==> src/rtl/mem_arbiter.sv <==
// Shares one single-ported synchronous memory between the instruction-fetch and load/store ports.
// Data accesses win by default; a saturating streak counter gives a waiting fetch one grant after MAX_DATA_STREAK data grants.
module mem_arbiter #(
    parameter int unsigned MAX_DATA_STREAK = 4
) (
    input  logic        clk,
    input  logic        rst_n,
    input  logic        i_if_req,
    input  logic [29:0] i_if_addr,
    output logic        o_if_gnt,
    output logic        o_if_rvalid,
    output logic [31:0] o_if_rdata,
    input  logic        i_ls_req,
    input  logic [29:0] i_ls_addr,
    input  logic        i_ls_we,
    input  logic [3:0]  i_ls_mask,
    input  logic [31:0] i_ls_wdata,
    output logic        o_ls_gnt,
    output logic        o_ls_rvalid,
    output logic [31:0] o_ls_rdata,
    output logic        o_mem_en,
    output logic [29:0] o_mem_addr,
    output logic        o_mem_we,
    output logic [3:0]  o_mem_mask,
    output logic [31:0] o_mem_data,
    input  logic [31:0] i_mem_data
);

    localparam logic [3:0] STREAK_MAX = 4'(MAX_DATA_STREAK);

    logic [3:0] streak_q, streak_d;
    logic       rsp_valid_q, rsp_valid_d;
    logic       rsp_owner_q, rsp_owner_d;  // 0 = fetch, 1 = load/store
    logic       force_if;

    always_comb begin
        force_if = i_if_req && (streak_q == STREAK_MAX);
        o_ls_gnt = i_ls_req && !force_if;
        o_if_gnt = i_if_req && !o_ls_gnt;
    end

    always_comb begin
        o_mem_en   = 1'b0;
        o_mem_addr = '0;
        o_mem_we   = 1'b0;
        o_mem_mask = '0;
        o_mem_data = '0;
        if (o_ls_gnt) begin
            o_mem_en   = 1'b1;
            o_mem_addr = i_ls_addr;
            o_mem_we   = i_ls_we;
            o_mem_mask = i_ls_mask;
            o_mem_data = i_ls_wdata;
        end else if (o_if_gnt) begin
            o_mem_en   = 1'b1;
            o_mem_addr = i_if_addr;
        end
    end

    always_comb begin
        streak_d = streak_q;
        if (!i_if_req || o_if_gnt) begin
            streak_d = '0;
        end else if (o_ls_gnt && (streak_q != STREAK_MAX)) begin
            streak_d = streak_q + 4'd1;
        end
    end

    // Stores complete in their grant cycle, so only reads schedule a response.
    always_comb begin
        rsp_valid_d = o_if_gnt || (o_ls_gnt && !i_ls_we);
        rsp_owner_d = o_ls_gnt;
    end

    always_ff @(posedge clk or negedge rst_n) begin
        if (!rst_n) begin
            streak_q    <= '0;
            rsp_valid_q <= 1'b0;
            rsp_owner_q <= 1'b0;
        end else begin
            streak_q    <= streak_d;
            rsp_valid_q <= rsp_valid_d;
            rsp_owner_q <= rsp_owner_d;
        end
    end

    assign o_if_rvalid = rsp_valid_q && !rsp_owner_q;
    assign o_ls_rvalid = rsp_valid_q &&  rsp_owner_q;
    assign o_if_rdata  = i_mem_data;
    assign o_ls_rdata  = i_mem_data;

endmodule

==> config.mk <==
export PLATFORM = sky130hd
export DESIGN_NAME = mem_arbiter
export DESIGN_NICKNAME = d
export VERILOG_FILES = /design/src/rtl/mem_arbiter.sv
export SDC_FILE = /design/constraint.sdc
export NUM_CORES = 1
export LEC_CHECK = 0
export BUFFER_PORTS_ARGS = -buffer_cell sky130_fd_sc_hd__buf_2
export CAP_MARGIN = 25
export CORE_AREA = 2 2 104 106
export CTS_BUF_LIST = sky130_fd_sc_hd__clkbuf_4
export DETAILED_ROUTE_END_ITERATION = 8
export DIE_AREA = 0 0 106 108
export HOLD_SLACK_MARGIN = 0.02
export SETUP_SLACK_MARGIN = 0.15
export SYNTH_ARGS = -nofsm -noshare
export SYNTH_HDL_FRONTEND = slang
export SYNTH_SLANG_ARGS = --single-unit
==> constraint.sdc <==
create_clock -name clk -period 2.45 [get_ports clk]
set_input_delay 0.245 -clock clk [delete_from_list [all_inputs] [get_ports clk]]
set_output_delay 0.245 -clock clk [all_outputs]
set_load 0.01 [all_outputs]
==> results of run 1 <==
state kept, by name, indices dropped and copies added, names as in the netlist:
register	count
rsp_owner_q	1
rsp_valid_q	1
streak_q	4
critical path, stage by stage (launching register included):
cell and delay, ns:
dfrtp_1 0.36, inv_1 0.07, ha_1 0.23, nand4b_4 0.10
and2_4 0.39, buf_4 0.23, o21ai_2 0.06, buf_2 0.13
layout make-up:
cell class	instances	area, um2
clock buffers	3	22.52
flip-flops and latches	6	150.1
multi-input cells	143	884.6
well taps	136	170.2
inverters	3	11.26
repair buffers	179	932.1
fillers	1151	8060
cell usage after synthesis (2+ instances only):
master | count | area, um2
o21ai_2 | 29 | 254.0
inv_1 | 3 | 11.26
clkbuf_1 | 13 | 48.80
nand3_1 | 31 | 155.2
nor2b_1 | 2 | 12.51
buf_6 | 4 | 45.04
nor2_1 | 2 | 7.510
nand2_1 | 30 | 112.6
buf_4 | 65 | 488.0
and3_1 | 41 | 256.5
buf_2 | 4 | 20.02
ha_1 | 2 | 25.02
dfrtp_1 | 6 | 150.1
what timing repair did:
| action | 4_1_cts | 5_1_grt |
|---|---|---|
| hold endpoints to repair | 6 | 0 |
| gates resized for setup | 0 | 1 |
| setup buffers | 0 | 0 |
| endpoints found under the setup margin | 0 | 7 |
| hold buffers | 1 | 0 |
final timing paths:
check | depth (start not counted) | to
hold reg to reg | 2 | streak_q[0]$_DFFE_PN0P_
hold / removal | 3 | rsp_valid_q$_DFF_PN0_
min in group asynchronous | 2 | rsp_owner_q$_DFF_PN0_
setup / recovery | 7 | o_mem_addr[11]
setup reg to reg | 6 | streak_q[0]$_DFFE_PN0P_
max in group asynchronous | 2 | streak_q[2]$_DFFE_PN0P_
cell families after synthesis:
family | after synthesis | synth area share
xor+xnor | 2 | 0.01063
flops | 6 | 0.09111
buf+inv | 89 | 0.3721
compound gates | 30 | 0.1572
fa+ha+maj | 2 | 0.01518
simple gates | 109 | 0.3538
stage by stage:
step	area (um2)	total power, W	cells	setup WS [ns]	utilization
after detailed placement	2135	0.0004392	466	0.5363	0.2086
after CTS	2167	0.0005354	470	0.2689	0.2118
after floorplan	1648	0.0003819	238	0.8546	-
after global routing	2171	0.0005705	470	0.2198	0.2122
final	2171	0.0005228	470	0.3643	0.2122
after global placement	2135	0.0004331	466	0.6231	0.2086
power by group through the flow:
stage	Sequential, W	Combinational (W)	Clock [W]
2_1_floorplan	0.000106	0.000276	0
3_3_place_gp	0.000106	0.000327	0
3_5_place_dp	0.000107	0.000333	0
4_1_cts	0.000105	0.000336	0.0000946
5_1_grt	0.000106	0.000363	0.000102
6_report	0.000105	0.000329	0.0000885
cell usage in the layout (no fill, tap or decap), types with 2 or more instances in the layout:
cell type / count
buf_2: 172
and3_1: 41
nand3_1: 31
nand2_1: 30
o21ai_2: 29
dfrtp_1: 6
buf_4: 4
inv_1: 3
clkbuf_4: 3
nor2b_1: 2
nor2_1: 2
ha_1: 2
per-layer routing:
metal	wire, um	vias up	track usage
met4	54	0	0.01880
met3	414	17	0.01748
met1	2152	856	0.1007
met5	0	-	0
li1	-	931	-
met2	2966	79	0.1539
==> flow_summary.ini, run 1 <==
[run_status]
outcome = finished clean

[synth]
ys.flop_type = dfrtp_1
ys_ff_latch = 6
ys_async_sr_fraction = 1.000
ys_types = 19
syn_inst = 238
synth_edf_count = 0
syn_area_per_cell_um2 = 6.924
synth_fp_nets = 373
yosysSeqAreaShare = 0.09112
synth-warning-count = 0
synthesis.area_um2 = 1648

[setup_path]
cp_max_fo = 22
crit_required_ns = 2.20
worstSetupPathType = reg2out
reg2reg_slack_ns = 0.87
startpoint = streak_q[0]$_DFFE_PN0P_
r2r-start = streak_q[0]$_DFFE_PN0P_
setup.worst_path.start_class = register
setup.worst_path.end_class = output port
arrival_ns = 1.84

[layout]
syn_to_final_growth_pct = 31.74
drive_above_1_share = 0.6347
diodes = 0
nNetsFinal = 471

[drt]
ant_nets = 0
drt_iter0_drc = 60
vias = 1883
first_pass_iters = 4
vias_per_cell = 4.006
wl_per_cell_um = 11.89
drcViolationCount = 0
wirelength_um = 5587

[power_and_ir_drop]
cellLeakagePower_nw = 1.334
p_switching_w = 0.0002028
powerDensity_nw_per_um2 = 240.9
seqPwrFrac = 0.201
power_frac_comb = 0.630
irDropWorstVdd_uv = 270.1
sw_frac_of_total = 0.3879
clkPwrFrac = 0.169
intPower_w = 0.0003201

[cts]
cts_tree = built
h-tree-depth = 1
cts_root_buf = clkbuf_4
clk_pin_slew_worst_paths_ns = 0.04
cts_buffer_depth = 2
clock_latency_ns = 0.24
cts_buffers = 3
clock_sinks = 6

[sta]
rsz0062_at_grt = no
tns_ns = 0
setup_viol = 0
min_period_ns = 2.086
finClkSkew_ns = 0.001376
maxSlewViolCount = 0
tightest_slew_ns = 0.4128
fin_crit_sh = 0.8513
holdWs_ns = 0.3167
relSlewSlack = 0.7248
fmax_mhz = 479.5
hold_viol = 0

[global_routing]
overflow = 0
grt_max_degree = 68
grt_pass1_vias = 1656
grt_pass1_wl_um = 8093
antenna_found_initial = 0
grt_use_total = 0.08387

[job]
max-cap-violations = 0

[die]
design.core.area_um2 = 10230
dieArea_um2 = 11450
initial_core_util = 0.1611
die_h_um = 108
die_w_um = 106
ios = 269
core.rowCount = 37

[worst_hold_path]
hp-class = in2reg
min_from = i_ls_we

[placement]
gp_congestion = 0.6284
post-dp-hpwl_um = 4569
portBuffers = 172
(Power assumes the default switching activity.)
==> run 2: changes to the inputs <==
ABC_AREA = 1   (was not set)
CORE_AREA = 2 2 105 107   (was 2 2 104 106)
DIE_AREA = 0 0 107 109   (was 0 0 106 108)
==> flow_summary.ini, run 2 <==
[power_and_ir_drop]
cellLeakagePower_nw = 1.460
powerDensity_nw_per_um2 = 245.4
irDropWorstVdd_uv = 132.2

[synth]
synth_common_cells = buf_4, nand3_1, nor2_1, inv_1, nand2_1
ys_async_sr_fraction = 1.000
synth-warning-count = 0
synthesis.area_um2 = 1585
yosysTopAreaCell = buf_4
synth_edf_count = 0
ys_ff_latch = 6
synthDominantCellAreaShare = 0.3125
syn_inst = 280
yosys.cell_count.top_type = buf_4
synth_area_leaders = buf_4, nand3_1, nor2_1
ys_types = 16
yosysSeqAreaShare = 0.09471
syn_area_per_cell_um2 = 5.662
synth_fp_nets = 415
ys.flop_type = dfrtp_1

[placement]
dp_slack_ns = 0.6001
post-dp-hpwl_um = 5137
dpl.cell_count = 514
placed_area_um2 = 2077
portBuffers = 172
gp_congestion = 0.7633

[setup_path]
cp_slowest_cell = dfrtp_1
worstSetupPathType = reg2out
crit_required_ns = 2.20
arrival_ns = 1.85
cp_max_fo = 41
crit_chain = inv_1 > ha_1 > nand2_1 > inv_1 > nand2_4 > nand2_4 > buf_12 > nand3_1 > nand2_1 > buf_2
reg2reg_slack_ns = 0.88
max_stage_delay_ns = 0.40
setup.worst_path.end_class = output port
setup.worst_path.start_class = register

[drt]
first_pass_iters = 4
drt_iter0_drc = 134
vias_per_cell = 3.880
vias = 2010
wl_per_cell_um = 12.17
ant_nets = 0
drcViolationCount = 0
wirelength_um = 6306

[global_routing]
grt_pass1_wl_um = 8873
grt_max_degree = 42
overflow = 0
grt_use_total = 0.09712
met1_usage = 0.09153
grt.met2_usage = 0.1938
gr-usage-met3 = 0.03048
antenna_found_initial = 0
grt_pass1_vias = 1783
grt-busiest-layer = met2

[cts]
clock_sinks = 6
cts_buffers = 3
clk_pin_slew_worst_paths_ns = 0.05
h-tree-depth = 1
cts_setup_buffers = 0
cts_buffer_depth = 2
clock_latency_ns = 0.24
cts_root_buf = clkbuf_4
cts_tree = built

[die]
dieArea_um2 = 11660
design.core.area_um2 = 10600
ios = 269
core.rowCount = 38
die_h_um = 109
initial_core_util = 0.1495
die_w_um = 107

[worst_hold_path]
hp-class = in2reg

[layout]
largest_reg_flops = 4
nNetsFinal = 515
layout_common_cells = buf_2, nand3_1, nor2_1, inv_1, nand2_1
top_regs = streak_q: 4 flops, rsp_owner_q: 1 flops, rsp_valid_q: 1 flops
final_area_um2 = 2110
diodes = 0
regMostFlops = streak_q
stdcell_count = 518
drive_above_1_share = 0.4868
final_common_cell = buf_2
syn_to_final_growth_pct = 33.07
fillers = 1269

[sta]
finClkSkew_ns = 0.003672
setup_viol = 0
min_period_ns = 2.097
relSlewSlack = 0.7264
fin_crit_sh = 0.8558
tightest_slew_ns = 0.4104
fmax_mhz = 477.0
fin_ws_ns = 0.3533
tns_ns = 0
rsz0062_at_grt = no
holdWs_ns = 0.3093
maxSlewViolCount = 0
hold_viol = 0

[job]
max-cap-violations = 0

[run_status]
outcome = finished clean
## run 2: cell types whose count changed after synthesis, sizes merged, moves of 4 or more
cell    previous run  this run
inv                3        46
buf               73        77
clkbuf            13         5
nand2             30        34
o21ai             30         0
nor2               2        46
and3              41         0
nand3             31        62
## run 2: final timing paths
path,startpoint,cells past startpoint,to
worst max register to register,streak_q[0]$_DFFE_PN0P_,8,streak_q[0]$_DFFE_PN0P_
max in group asynchronous,rst_n,2,streak_q[1]$_DFFE_PN0P_
min in group asynchronous,rst_n,2,streak_q[3]$_DFFE_PN0P_
worst max-delay path,streak_q[0]$_DFFE_PN0P_,10,o_mem_addr[10]
worst min-delay path,i_ls_we,4,rsp_valid_q$_DFF_PN0_
worst min register to register,streak_q[0]$_DFFE_PN0P_,1,streak_q[0]$_DFFE_PN0P_
## run 2: layer usage
layer,wire (um),part of all wire,vias to the layer above
li1,-,-,974
met5,0,0,-
met4,196,0.031,0
met2,3205,0.51,137
met3,689,0.11,28
met1,2215,0.35,871
## run 2: power by group
part / total, W / internal, W / switching (W)
sequential: 0.000106 / 0.000103 / 0.00000266
combinational: 0.000322 / 0.000148 / 0.000174
clock: 0.0000899 / 0.0000553 / 0.0000345
total: 0.000518 / 0.000307 / 0.000211
## run 2: what timing repair did
action,4_1_cts,5_1_grt
gates resized for setup,0,0
hold endpoints to repair,6,0
hold buffers,1,0
endpoints found under the setup margin,0,0
## run 2: critical path, delay by kind of cell, from the launching register on
kind / cells / cell delay, ns
buffers and inverters: 4 / 0.51
AND/OR/NAND/NOR: 5 / 0.54
flip-flops: 1 / 0.40
adder cells (fa/ha/maj): 1 / 0.13
## run 2: layout make-up
cell class / instances / area (um2) / share of cell area
inverters: 46 / 172.7 / 0.08185
clock buffers: 3 / 22.52 / 0.01068
repair buffers: 177 / 913.4 / 0.4330
multi-input cells: 146 / 675.6 / 0.3203
flip-flops and latches: 6 / 150.1 / 0.07117
well taps: 140 / 175.2 / 0.08304
## run 2: metrics by stage
stage / total power [W] / util
2_1_floorplan: 0.0003676 / -
3_3_place_gp: 0.0004312 / 0.1959
3_5_place_dp: 0.0004318 / 0.1959
4_1_cts: 0.0005298 / 0.1990
5_1_grt: 0.0005670 / 0.1990
6_report: 0.0005178 / 0.1990
## run 2: cells by family (layout without fill, tap and decap cells)
kind of cell | count (synthesis) | after routing | share of synthesized area
adders and majority gates | 2 | 2 | 0.01578
DFF | 6 | 6 | 0.09471
and+or+nand+nor | 142 | 142 | 0.3994
buffers and inverters | 128 | 226 | 0.4791
xor gates and xnor gates | 2 | 2 | 0.01105
==> run 3: changes to the inputs <==
CAP_MARGIN = 20   (was 25)
CORE_AREA = 2 2 104 106   (was 2 2 105 107)
CTS_BUF_LIST = not set   (was sky130_fd_sc_hd__clkbuf_4)
DIE_AREA = 0 0 106 108   (was 0 0 107 109)
==> flow_summary.ini, run 3 (same netlist as run 2, synthesis figures left out) <==
[run_status]
outcome = finished clean

[layout]
finalCoreUtilization = 0.2088
nNetsFinal = 516
largest_reg_flops = 4
register_area_um2 = 150.1
multiInputGateArea_um2 = 675.6
fillers = 1231
layout_common_cells = buf_2, nand3_1, nor2_1, inv_1, nand2_1
drive_above_1_share = 0.4881
final_common_cell = buf_2
top_regs = streak_q: 4 flops, rsp_owner_q: 1 flops, rsp_valid_q: 1 flops
syn_to_final_growth_pct = 34.73
regMostFlops = streak_q

[drt]
vias = 2000
vias_per_cell = 3.868
first_pass_iters = 4
wl_per_cell_um = 12.48
drt_iter0_drc = 115
wirelength_um = 6451
drcViolationCount = 0
ant_nets = 0

[cts]
cts_root_buf = clkbuf_8
h-tree-depth = 1
cts_tree = built
cts_buffer_depth = 2
clock_sinks = 6
clk_pin_slew_worst_paths_ns = 0.04
cts_buffers = 3
cts_setup_buffers = 0
holdBufCountCts = 1
cts_resized = 0
clock_latency_ns = 0.22

[sta]
holdWs_ns = 0.3796
setup_viol = 0
min_period_ns = 2.051
hold_viol = 0
fmax_mhz = 487.5
fin_ws_ns = 0.3985
tns_ns = 0
tightest_slew_ns = 0.3877
fin_crit_sh = 0.8373
maxSlewViolCount = 0
relSlewSlack = 0.7415
finClkSkew_ns = 0.0004090
rsz0062_at_grt = no

[global_routing]
grt_pass1_vias = 1684
grt_use_total = 0.09877
overflow = 0
grt_pass1_wl_um = 8797
antenna_found_initial = 2
grt_max_degree = 33

[setup_path]
setup.worst_path.start_class = register
crit_required_ns = 2.20
arrival_ns = 1.81
worstSetupPathType = reg2out
cp_top_family = buffers and inverters
crit_buf_inv = 4
crit_chain = inv_1 > ha_1 > nand2_1 > inv_1 > nand2_4 > nand2_4 > buf_4 > nand3_1 > nand2_1 > buf_2
setup.worst_path.end_class = output port
cp_max_fo = 20
cp_slowest_cell = dfrtp_1
max_stage_delay_ns = 0.40

[placement]
dp_slack_ns = 0.6251
portBuffers = 172
post-dp-hpwl_um = 5223
gp_congestion = 0.7582

[job]
max-cap-violations = 0

[die]
die_h_um = 108
ios = 269
core.rowCount = 37
initial_core_util = 0.1549
design.core.area_um2 = 10230
die_w_um = 106
dieArea_um2 = 11450

[power_and_ir_drop]
powerDensity_nw_per_um2 = 271.2
design_power_total_w = 0.0005792
cellLeakagePower_nw = 1.473
irDropWorstVdd_uv = 207.5

[worst_hold_path]
hp-class = in2async
## run 3: cell types whose count changed in the layout (fill, tap and decap cells not counted), sizes merged
cell / change
diode: +2
buf: +1
## run 3: cell type report
cell class              count  share of cell area
well taps                 136             0.07967
inverters                  46             0.08084
diodes                      2            0.002343
repair buffers            178              0.4312
flip-flops and latches      6             0.07030
multi-input cells         146              0.3163
clock buffers               3             0.01933
## run 3: metrics by stage
stage	instances	area, um2
2_1_floorplan	280	1585
3_3_place_gp	511	2079
3_5_place_dp	511	2079
4_1_cts	515	2131
5_1_grt	517	2136
6_report	517	2136
## run 3: routing by layer
layer | wire length (um) | track usage | share of wire | vias to the layer above
met5 | 0 | 0 | 0 | -
met2 | 2830 | 0.1571 | 0.44 | 142
met1 | 2570 | 0.1181 | 0.40 | 846
met3 | 663 | 0.02411 | 0.10 | 34
li1 | - | - | - | 978
met4 | 385 | 0.06673 | 0.060 | 0
## run 3: worst paths after layout
kind	start	cells after the start	slack [ns]	end
max	streak_q[0]$_DFFE_PN0P_	10	0.40	o_mem_addr[4]
min	rst_n	2	0.38	rsp_valid_q$_DFF_PN0_
min reg2reg	streak_q[0]$_DFFE_PN0P_	1	0.49	streak_q[0]$_DFFE_PN0P_
max in group asynchronous	rst_n	2	1.92	streak_q[2]$_DFFE_PN0P_
min in group clk	i_ls_we	4	0.40	rsp_valid_q$_DFF_PN0_
max reg2reg	streak_q[0]$_DFFE_PN0P_	8	0.85	streak_q[3]$_DFFE_PN0P_
## run 3: report_power, final
group / internal [W] / switching [W] / total [W]
combinational: 0.000149 / 0.000176 / 0.000325
clock: 0.000106 / 0.0000423 / 0.000148
sequential: 0.000103 / 0.00000278 / 0.000106
